$ cat src/rtl/fmul_ctl_pkg.sv
// Shared FPU definitions: multiplier latency and the result-buffer entry layout.
package fmul_ctl_pkg;

  // Edges from operand sample to product valid in fmul (NSTAGE=2).
  localparam int FMUL_LAT = 2;

  // Tag width carried in a result entry; controllers use this as their TAGW.
  localparam int FPU_TAGW = 5;

  // One buffered result: product, overflow flag and request tag.
  typedef struct packed {
    logic [31:0]         y;
    logic                ovf;
    logic [FPU_TAGW-1:0] tag;
  } fpu_res_t;

  localparam int FPU_RES_W = $bits(fpu_res_t);

endpackage

$ cat src/rtl/fmul.sv
// Two-stage single-precision multiplier. Stage 1 registers sign, exponent sum and
// the top of the mantissa product; stage 2 registers the packed result.
// Denormal inputs flush to zero, underflow flushes to signed zero, overflow gives
// signed infinity. The dropped product bits are truncated and the result LSB is
// jammed to 1 (truncation bias), so 2.0 * 3.0 = 0x40C00001.
// ovf is combinational from stage 1, i.e. one cycle ahead of y.
module fmul
  import fmul_ctl_pkg::*;
#(
  parameter int NSTAGE = 2
) (
  input  logic        clk,
  input  logic        rstn,
  input  logic [31:0] x1,
  input  logic [31:0] x2,
  output logic [31:0] y,
  output logic        ovf
);

  logic [47:0]       prod_c;
  logic              unused_lo;
  logic              s1_sign;
  logic              s1_zero;
  logic [9:0]        s1_esum;
  logic [24:0]       s1_prod;
  logic              norm_c;
  logic signed [9:0] exp_c;
  logic [22:0]       frac_c;
  logic              uflow_c;
  logic              ovf_c;
  logic [31:0]       y_c;
  logic [31:0]       y_r;

  assign prod_c    = 48'({1'b1, x1[22:0]}) * 48'({1'b1, x2[22:0]});
  // Bits below the kept window are truncated away.
  assign unused_lo = ^prod_c[22:0];

  // Stage 1: capture sign, zero detect, biased exponent sum and product top bits.
  // NOTE: state registers use <= so every flop samples pre-edge values; blocking
  // assignments here would chain stages together within one edge.
  always_ff @(posedge clk) begin
    if (!rstn) begin
      s1_sign <= 1'b0;
      s1_zero <= 1'b0;
      s1_esum <= '0;
      s1_prod <= '0;
    end else begin
      s1_sign <= x1[31] ^ x2[31];
      s1_zero <= (x1[30:23] == 8'd0) | (x2[30:23] == 8'd0);
      s1_esum <= {2'b00, x1[30:23]} + {2'b00, x2[30:23]};
      s1_prod <= prod_c[47:23];
    end
  end

  // Normalise, classify and pack the stage-1 product.
  // NOTE: every variable gets a value on every path (defaults first) so no latch
  // is inferred.
  always_comb begin
    norm_c  = s1_prod[24];
    exp_c   = $signed(s1_esum) - 10'sd127 + $signed({9'd0, norm_c});
    frac_c  = norm_c ? s1_prod[23:1] : s1_prod[22:0];
    ovf_c   = !s1_zero && (exp_c >= 10'sd255);
    uflow_c = exp_c <= 10'sd0;
    y_c     = {s1_sign, exp_c[7:0], frac_c | 23'd1};
    if (s1_zero || uflow_c) begin
      y_c = {s1_sign, 31'd0};
    end else if (ovf_c) begin
      y_c = {s1_sign, 8'hFF, 23'd0};
    end
  end

  // Stage 2: register the packed product.
  always_ff @(posedge clk) begin
    if (!rstn) begin
      y_r <= '0;
    end else begin
      y_r <= y_c;
    end
  end

  // The controller's shadow pipeline is built for exactly this depth.
  always_ff @(posedge clk) begin
    if (rstn) begin
      assert (NSTAGE == FMUL_LAT);
    end
  end

  assign y   = y_r;
  assign ovf = ovf_c;

endmodule

$ cat src/rtl/fpu_res_fifo.sv
// In-order result FIFO shared by the FPU controllers. DEPTH must be a power of
// two, so pointers wrap by dropping their carry; count runs 0..DEPTH.
module fpu_res_fifo #(
  parameter int DEPTH = 4,
  parameter int W     = 38
) (
  input  logic                   clk,
  input  logic                   rstn,
  input  logic                   wr_en,
  input  logic [W-1:0]           wr_data,
  input  logic                   rd_en,
  output logic [W-1:0]           rd_data,
  output logic [$clog2(DEPTH):0] count
);

  localparam int AW = $clog2(DEPTH);
  localparam logic [AW:0] FULL = (AW+1)'(DEPTH);

  logic [W-1:0]  mem [DEPTH];
  logic [AW-1:0] wr_ptr;
  logic [AW-1:0] rd_ptr;
  logic          do_rd;

  assign do_rd   = rd_en && (count != '0);
  assign rd_data = mem[rd_ptr];

  // Pointer, occupancy and storage update.
  // NOTE: the storage is cleared on reset as well, because the head entry drives
  // the result outputs directly and they must read zero after reset.
  always_ff @(posedge clk) begin
    if (!rstn) begin
      wr_ptr <= '0;
      rd_ptr <= '0;
      count  <= '0;
      for (int i = 0; i < DEPTH; i++) begin
        mem[i] <= '0;
      end
    end else begin
      if (wr_en) begin
        mem[wr_ptr] <= wr_data;
        wr_ptr      <= wr_ptr + AW'(1);
      end
      if (do_rd) begin
        rd_ptr <= rd_ptr + AW'(1);
      end
      case ({wr_en, do_rd})
        2'b10:   count <= count + (AW+1)'(1);
        2'b01:   count <= count - (AW+1)'(1);
        default: count <= count;
      endcase
    end
  end

  // Credit-based issue upstream must make a write into a full FIFO impossible.
  always_ff @(posedge clk) begin
    if (rstn && wr_en) begin
      assert (count != FULL);
    end
  end

endmodule

$ cat src/rtl/fmul_ctl.sv
// Issue/result controller around fmul: valid/ready request intake, a shadow
// pipeline tracking valid/tag/overflow alongside the multiplier, an in-order
// result FIFO, and credit-based issue so the unstallable multiplier never
// overruns the FIFO.
module fmul_ctl
  import fmul_ctl_pkg::*;
#(
  parameter int DEPTH = 4,
  parameter int TAGW  = FPU_TAGW
) (
  input  logic            clk,
  input  logic            rstn,
  input  logic            req_valid,
  output logic            req_ready,
  input  logic [31:0]     req_x1,
  input  logic [31:0]     req_x2,
  input  logic [TAGW-1:0] req_tag,
  output logic            res_valid,
  input  logic            res_ready,
  output logic [31:0]     res_y,
  output logic            res_ovf,
  output logic [TAGW-1:0] res_tag,
  output logic [15:0]     ovf_cnt,
  output logic            busy
);

  localparam int CW = $clog2(DEPTH) + 1;

  logic            v0;
  logic            v1;
  logic            o1;
  logic [TAGW-1:0] t0;
  logic [TAGW-1:0] t1;
  logic [CW-1:0]   count;
  logic [CW:0]     inflight;
  logic            accept;
  logic            fifo_wr;
  logic            fifo_rd;
  logic [31:0]     fmul_y;
  logic            fmul_ovf;
  fpu_res_t        wr_ent;
  fpu_res_t        head;

  // Credits: buffered results plus those still inside the multiplier.
  assign inflight  = {1'b0, count} + {{CW{1'b0}}, v0} + {{CW{1'b0}}, v1};
  assign req_ready = inflight < (CW+1)'(DEPTH);
  assign accept    = req_valid & req_ready;

  assign res_valid = count != '0;
  assign fifo_rd   = res_valid & res_ready;
  assign fifo_wr   = v1;
  assign wr_ent    = '{y: fmul_y, ovf: o1, tag: FPU_TAGW'(t1)};

  assign res_y   = head.y;
  assign res_ovf = head.ovf;
  assign res_tag = TAGW'(head.tag);
  assign busy    = v0 | v1 | (count != '0);

  fmul #(
    .NSTAGE(FMUL_LAT)
  ) u_fmul (
    .clk (clk),
    .rstn(rstn),
    .x1  (req_x1),
    .x2  (req_x2),
    .y   (fmul_y),
    .ovf (fmul_ovf)
  );

  fpu_res_fifo #(
    .DEPTH(DEPTH),
    .W    (FPU_RES_W)
  ) u_fifo (
    .clk    (clk),
    .rstn   (rstn),
    .wr_en  (fifo_wr),
    .wr_data(wr_ent),
    .rd_en  (fifo_rd),
    .rd_data(head),
    .count  (count)
  );

  // Shadow pipeline: valid and tag follow the operands; o1 delays fmul's early
  // overflow flag by one cycle so it lines up with y at the FIFO write.
  always_ff @(posedge clk) begin
    if (!rstn) begin
      v0 <= 1'b0;
      v1 <= 1'b0;
      t0 <= '0;
      t1 <= '0;
      o1 <= 1'b0;
    end else begin
      v0 <= accept;
      t0 <= req_tag;
      v1 <= v0;
      t1 <= t0;
      o1 <= fmul_ovf;
    end
  end

  // Saturating count of overflowed results written into the FIFO.
  always_ff @(posedge clk) begin
    if (!rstn) begin
      ovf_cnt <= '0;
    end else if (fifo_wr && o1 && (ovf_cnt != 16'hFFFF)) begin
      ovf_cnt <= ovf_cnt + 16'd1;
    end
  end

endmodule
$ cat config.mk
export PLATFORM = sky130hd
export DESIGN_NAME = fmul_ctl
export DESIGN_NICKNAME = d
export VERILOG_FILES = /design/src/rtl/fmul_ctl_pkg.sv /design/src/rtl/fmul.sv /design/src/rtl/fpu_res_fifo.sv /design/src/rtl/fmul_ctl.sv
export SDC_FILE = /design/constraint.sdc
export NUM_CORES = 2
export LEC_CHECK = 0
export CORE_UTILIZATION = 31
export CTS_BUF_LIST = sky130_fd_sc_hd__clkbuf_8
export CTS_CLUSTER_SIZE = 10
export DETAILED_ROUTE_END_ITERATION = 16
export GPL_TIMING_DRIVEN = 0
export MAX_ROUTING_LAYER = met4
export SLEW_MARGIN = 20
export SYNTH_ARGS = -nofsm -noshare
export SYNTH_HDL_FRONTEND = slang
export SYNTH_HIERARCHICAL = 1
export SYNTH_SLANG_ARGS = --single-unit
$ cat constraint.sdc
create_clock -name clk -period 6.8 [get_ports clk]
set_input_delay 1.02 -clock clk [delete_from_list [all_inputs] [get_ports clk]]
set_output_delay 1.02 -clock clk [all_outputs]
set_load 0.1 [all_outputs]
== Yosys cells after proc, flatten, opt, wreduce, memory -nomap -nowiden ==
Memory sizes are Yosys's and may differ from the RTL's. A register that Yosys moved wholly into a read port is not among the register bits.
Cells that the tools add are included.
Storage, ports and cells
  register bits: 105
  memory bits (writable): 152
  input port bits: 73
  output and inout bits: 57
  memories kept: 1
Cells by class
  add/sub/neg operators: 10
  $mul: 1
  order comparisons: 3
  equality and inequality tests: 3
  mux-type cells: 12
  bitwise logic cells: 7
  reduce and logical (&&, ||, !) cells: 13
Memories
  u_fifo.mem: words 4, width 38, rd ports 1, clocked after memory_dff 1, wr ports 4, RTL line fpu_res_fifo.sv:19  | logic [W-1:0] mem [DEPTH];
Operators by type and width (number)
  24-bit by 24-bit multiplier with 48-bit output: 1
  38-bit two-way mux: 1
  38-bit OR reduction: 1
  31-bit two-way mux: 1
  23-bit two-way mux: 1
  16-bit by 1-bit adder with 16-bit output, second input constant: 1
  8-bit logical NOT: 2
  16-bit != test, second input constant: 1
  10-bit by 2-bit adder with 10-bit output: 1
  10-bit by 9-bit greater-or-equal comparator with 1-bit output, second input constant: 1
  10-bit by 1-bit less-or-equal comparator with 1-bit output, second input constant: 1
  10-bit by 8-bit subtractor with 10-bit output, second input constant: 1
  8-bit by 8-bit adder with 9-bit output: 1
  2-bit two-way mux: 3
  3-bit case mux with 2 select lines: 1
  1-bit two-way mux: 5
  2-bit by 1-bit adder with 2-bit output, second input constant: 2
  3-bit by 1-bit adder with 4-bit output: 1
  4-bit by 1-bit adder with 4-bit output: 1
  1-bit logical AND: 4
  4-bit by 3-bit less-than comparator with 1-bit output, second input constant: 1
  3-bit by 1-bit adder with 3-bit output, second input constant: 1
  1-bit OR: 3
  3-bit nonzero test: 1
  other kinds (11): 12

== Longest topological paths before layout ==
  depth in word-level cells: 5
  mapped depth: 27
  gate-level depth less buffers: 25

== By module ==
Netlist, hierarchy kept.
By module, submodules not included
  fmul: times used 1, cells each 2347, area each 20813.7 um2
  fpu_res_fifo: times used 1, cells each 415, area each 6975.4 um2
  fmul_ctl: times used 1, cells each 128, area each 1236.2 um2

== Worst setup path after synthesis ==
Ideal clock, no wire load.
  path type: input port to flip-flop
  start point: in req_x1[7]
  end point: reg u_fmul.s1_prod[22]
  arrival: 7.095 ns
  required time: 6.728 ns
  setup slack: -0.367 ns
  stages on the path: 24
  path through: clkbuf_1 -> clkbuf_1 -> nand2_1 -> fa_1 -> inv_1 -> fa_1 -> inv_1 -> fa_1 -> inv_1 -> fa_1 -> fa_1 -> fa_1 -> inv_1 -> fa_1 -> inv_1 -> ha_1 -> nand4_1 -> a2111o_1 -> a31o_1 -> a21oi_4 -> o31ai_2 -> o21a_1 -> o21bai_2 -> mux2i_1
Between the ends
  longest elaborated chain between the ends: 1
Ends and longest elaborated chain
  start: declaration: RTL line fmul_ctl.sv:15  | input logic [31:0] req_x1,
  24-bit by 24-bit multiplier with 48-bit output: RTL line fmul.sv:34  | assign prod_c = 48'({1'b1, x1[22:0]}) * 48'({1'b1, x2[22:0]});
  end signal: assignment: RTL line fmul.sv:51  | s1_prod <= prod_c[47:23];
  end: declaration: RTL line fmul.sv:25  | logic [24:0] s1_prod;
No other way between the ends.
A chain may end at the register's enable or synchronous reset.

== Worst setup path in the final report ==
  start point: in req_x1[15]
  end point: reg u_fmul.s1_prod[18]
Same word-level chain as after synthesis.

==> out/summary.txt <==
Seq cells post-synth - 257
P&R area growth vs syn - 24.24%
Final setup vio count - 7
Most frequent CP cell - fa_1
Post-synthesis mux area share - 0.03983
Post-Layout Cell Count - 4468
DR vias/cell - 4.764
Slew headroom - 0.3161
Hold Path Sink - t1[1]
Final Skew - 0.01440 ns
Arr. time, crit path - 7.27 ns
Ys flop type - edfxtp_1
Req. time, crit path - 7.20 ns
DRT antenna net count - 0
Yosys warns - 6
Worst reg2reg endpoint - u_fmul/y[14]
Reg clk slew, reported paths - 0.06 ns
Post-Synth Adder-Cell Area - 0.4116
Clk_lat worst skew - 0.53 ns
Worst min path class - reg2reg
RSZ-0062 raised after global routing - yes
Die W - 308.0 µm
Synth top area share - 0.3331
DRC violations left - 0
Hold Violations, Final - 0
Root Buffer - clkbuf_8
N_diodes - 0
Post-DP HPWL - 68180 µm
RePlAce Congestion - 0.9678
DR pass1 iterations - 8
Failing checks - negative setup slack
Tmin final - 6.873 ns
Largest net degree at the start of global routing - 39
Tot GR Track Use - 0.1928
Initial DRC Count - 1491
Post-Syn Area - 29030 µm²
Max FO, Critical Path - 6
Status - complete, but fails checks
Initial antenna violation count - 3
Mapped Cells - 2890
Hold wc startpoint - t0[1]
CP Launch Type - input pin
Crit end category - flip-flop
# fillers - 9044
Largest cells by area after synthesis - fa_1 (33%), edfxtp_1 (16%), and2_1 (8.0%)
CP max stage delay - 0.61 ns
Initial core utilization - 0.3147
Vias in the first global route - 22159
Grt total ovfl - 0
Synth cell types - 80
Final Max Tran Viols - 0
CTS buffer count - 43
CP Class - in2reg
Async SR Flop Fraction - 0
Post-Route WL - 88850 µm
Global-route wire length before repair - 134000 µm
Worst reg-to-reg path cell count - 18
Critical R2R Launch - u_fmul/s1_prod[24]
Port Buffers - 122
Syn Nets - 3628
Largest family of logic cells by synthesized area - adder cells
Fmax - 145.5 MHz
# IOs - 130
Placed insts - 4258
CP max stage cell - fa_2
Vias post-DR - 21286
Clk sinks - 257
Chip Height - 308.0 µm
Core ar. - 92220 µm²
Avg WL per Cell - 19.89 µm
Die area - 94860 µm²
Max_cap viols - 0
Post-synthesis xor/xnor area fraction - 0.01358
Post-synthesis area per instance - 10.04 µm²
Synth Area in Compound Gates - 0.04035
EDFF count, synth - 152
Sequential area share after synthesis - 0.2297
Post-Synth Simple-Gate Area - 0.1686
Final #Nets - 3929
Setup slack after layout - -0.07285 ns
Max clock buf depth - 3
H-tree levels - 2
Layout Utilization - 0.3911
Hold_buf cts - 0
WHS Path Cells - 1
Synth area leader - fa_1
Ratio of cells with drive above 1 in the final layout - 0.1771
CTS tree - built
Pre-CTS WS - -2.148 ns
# rows - 111
Worst Tran Pin Value - 1.023 ns
Period utilization - 1.011
Register-to-register setup slack - 3.12 ns
-- stage by stage --
stage                 TNS, ns  hold slack, ns  cell area (µm²)
floorplan           -0.009404          0.4057            29340
global placement       -41.38          0.4258            32120
detailed placement     -42.04          0.4231            32210
CTS                  -0.03800          0.4394            35420
finish                -0.3064          0.4354            36060
global route           -1.805          0.4449            36060
-- Yosys cell counts (7+ instances only) --
| master | instances |
|---|---|
| inv_1 | 591 |
| fa_1 | 483 |
| and2_1 | 372 |
| nand2_1 | 312 |
| ha_1 | 182 |
| edfxtp_1 | 152 |
| clkbuf_1 | 117 |
| nor2_1 | 107 |
| dfxtp_1 | 105 |
| a21oi_1 | 73 |
| and3_1 | 45 |
| mux4_2 | 38 |
| mux2i_1 | 30 |
| xnor2_1 | 29 |
| o21ai_0 | 28 |
| nand3_1 | 22 |
| xor2_1 | 16 |
| nand4_1 | 14 |
| nand2b_1 | 13 |
| o21bai_1 | 12 |
| a21o_1 | 10 |
| nor3_1 | 9 |
| a31oi_1 | 8 |
| nor2b_1 | 8 |
| nor4_1 | 8 |
| o21ai_1 | 8 |
| buf_2 | 7 |
-- sequential cells by signal, summed over array words and instances, names as in the netlist, 2 cells and up, named ones only --
register / count
u_fifo/count: 3
u_fmul/s1_esum: 9
t1: 5
u_fmul/y: 32
u_fifo/wr_ptr: 2
t0: 5
u_fmul/s1_prod: 24
u_fifo/rd_ptr: 2
ovf_cnt: 16
u_fifo/mem: 152
-- critical path, delay by kind of cell --
family | cells | cell delay, ns
adder cells (fa/ha/maj) | 8 | 3.77
AO/OA/AOI/OAI | 6 | 1.30
buffers and inverters | 8 | 0.83
AND/OR/NAND/NOR | 2 | 0.19
XOR/XNOR | 1 | 0.14
-- layer usage --
| metal | vias to the layer above | track usage | part of all wire |
|---|---|---|---|
| met2 | 910 | 0.3048 | 0.45 |
| met5 | - | - | 0 |
| met4 | 0 | 0.06202 | 0.040 |
| met3 | 195 | 0.02776 | 0.080 |
| met1 | 10663 | 0.2543 | 0.43 |
| li1 | 9518 | - | - |
-- final cells by class --
| cell class | instances | area (µm²) | share of cell area |
|---|---|---|---|
| Multi-Input combinational cell | 1902 | 20350 | 0.5642 |
| Inverter | 596 | 2286 | 0.06339 |
| Timing Repair Buffer | 258 | 2556 | 0.07088 |
| Buffer | 133 | 1859 | 0.05156 |
| Tap cell | 1243 | 1555 | 0.04313 |
| Clock inverter | 31 | 132.6 | 0.003678 |
| Clock buffer | 48 | 660.6 | 0.01832 |
| Sequential cell | 257 | 6666 | 0.1849 |
-- cell usage in the layout (no fill, tap or decap), drive strengths merged, types with 4 or more instances in the layout --
cell type / count
and2: 372
mux4: 38
a31oi: 8
xor2: 16
o21a: 4
nor2: 108
or3: 4
clkinvlp: 5
o21ai: 36
nand2b: 13
nor3: 9
o21bai: 13
inv: 599
edfxtp: 152
fa: 483
xnor2: 29
nand2: 313
or2: 4
ha: 182
and3: 45
clkbuf: 158
and4: 4
clkinv: 23
a21oi: 74
nand3: 23
a21o: 10
mux2i: 30
nor4: 9
nand4: 14
dfxtp: 105
buf: 198
clkdlybuf4s50: 82
nor2b: 8
a211oi: 6
o31ai: 5
-- cells by family (layout without fill, tap and decap cells) --
logic type | after synthesis | in the layout
AND/OR/NAND/NOR | 940 | 940
buffers and inverters | 731 | 1066
adder cells (fa/ha/maj) | 665 | 665
flip-flops | 257 | 257
AO/OA/AOI/OAI | 184 | 184
multiplexers | 68 | 68
XOR/XNOR | 45 | 45
-- how the worst max path moves through the flow --
stage | cells past startpoint | endpoint | startpoint
detailed placement | 24 | u_fmul/s1_prod[24] | req_x1[18]
CTS | 23 | u_fmul/s1_prod[22] | req_x1[12]
floorplan | 25 | u_fmul/s1_prod[22] | req_x1[8]
global route | 27 | u_fmul/s1_prod[14] | req_x1[16]
global placement | 24 | u_fmul/s1_prod[24] | req_x1[18]
finish | 25 | u_fmul/s1_prod[18] | req_x1[15]
-- timing repair --
action                                  CTS  global route
cloned                                    4             2
pin swaps                                84            77
gates resized for setup                 597           111
buffers inserted                         93            34
endpoints found under the setup margin   24            18
Power is not shown: default switching activity piles up to over one toggle a cycle in this logic, so the estimate is an artifact.
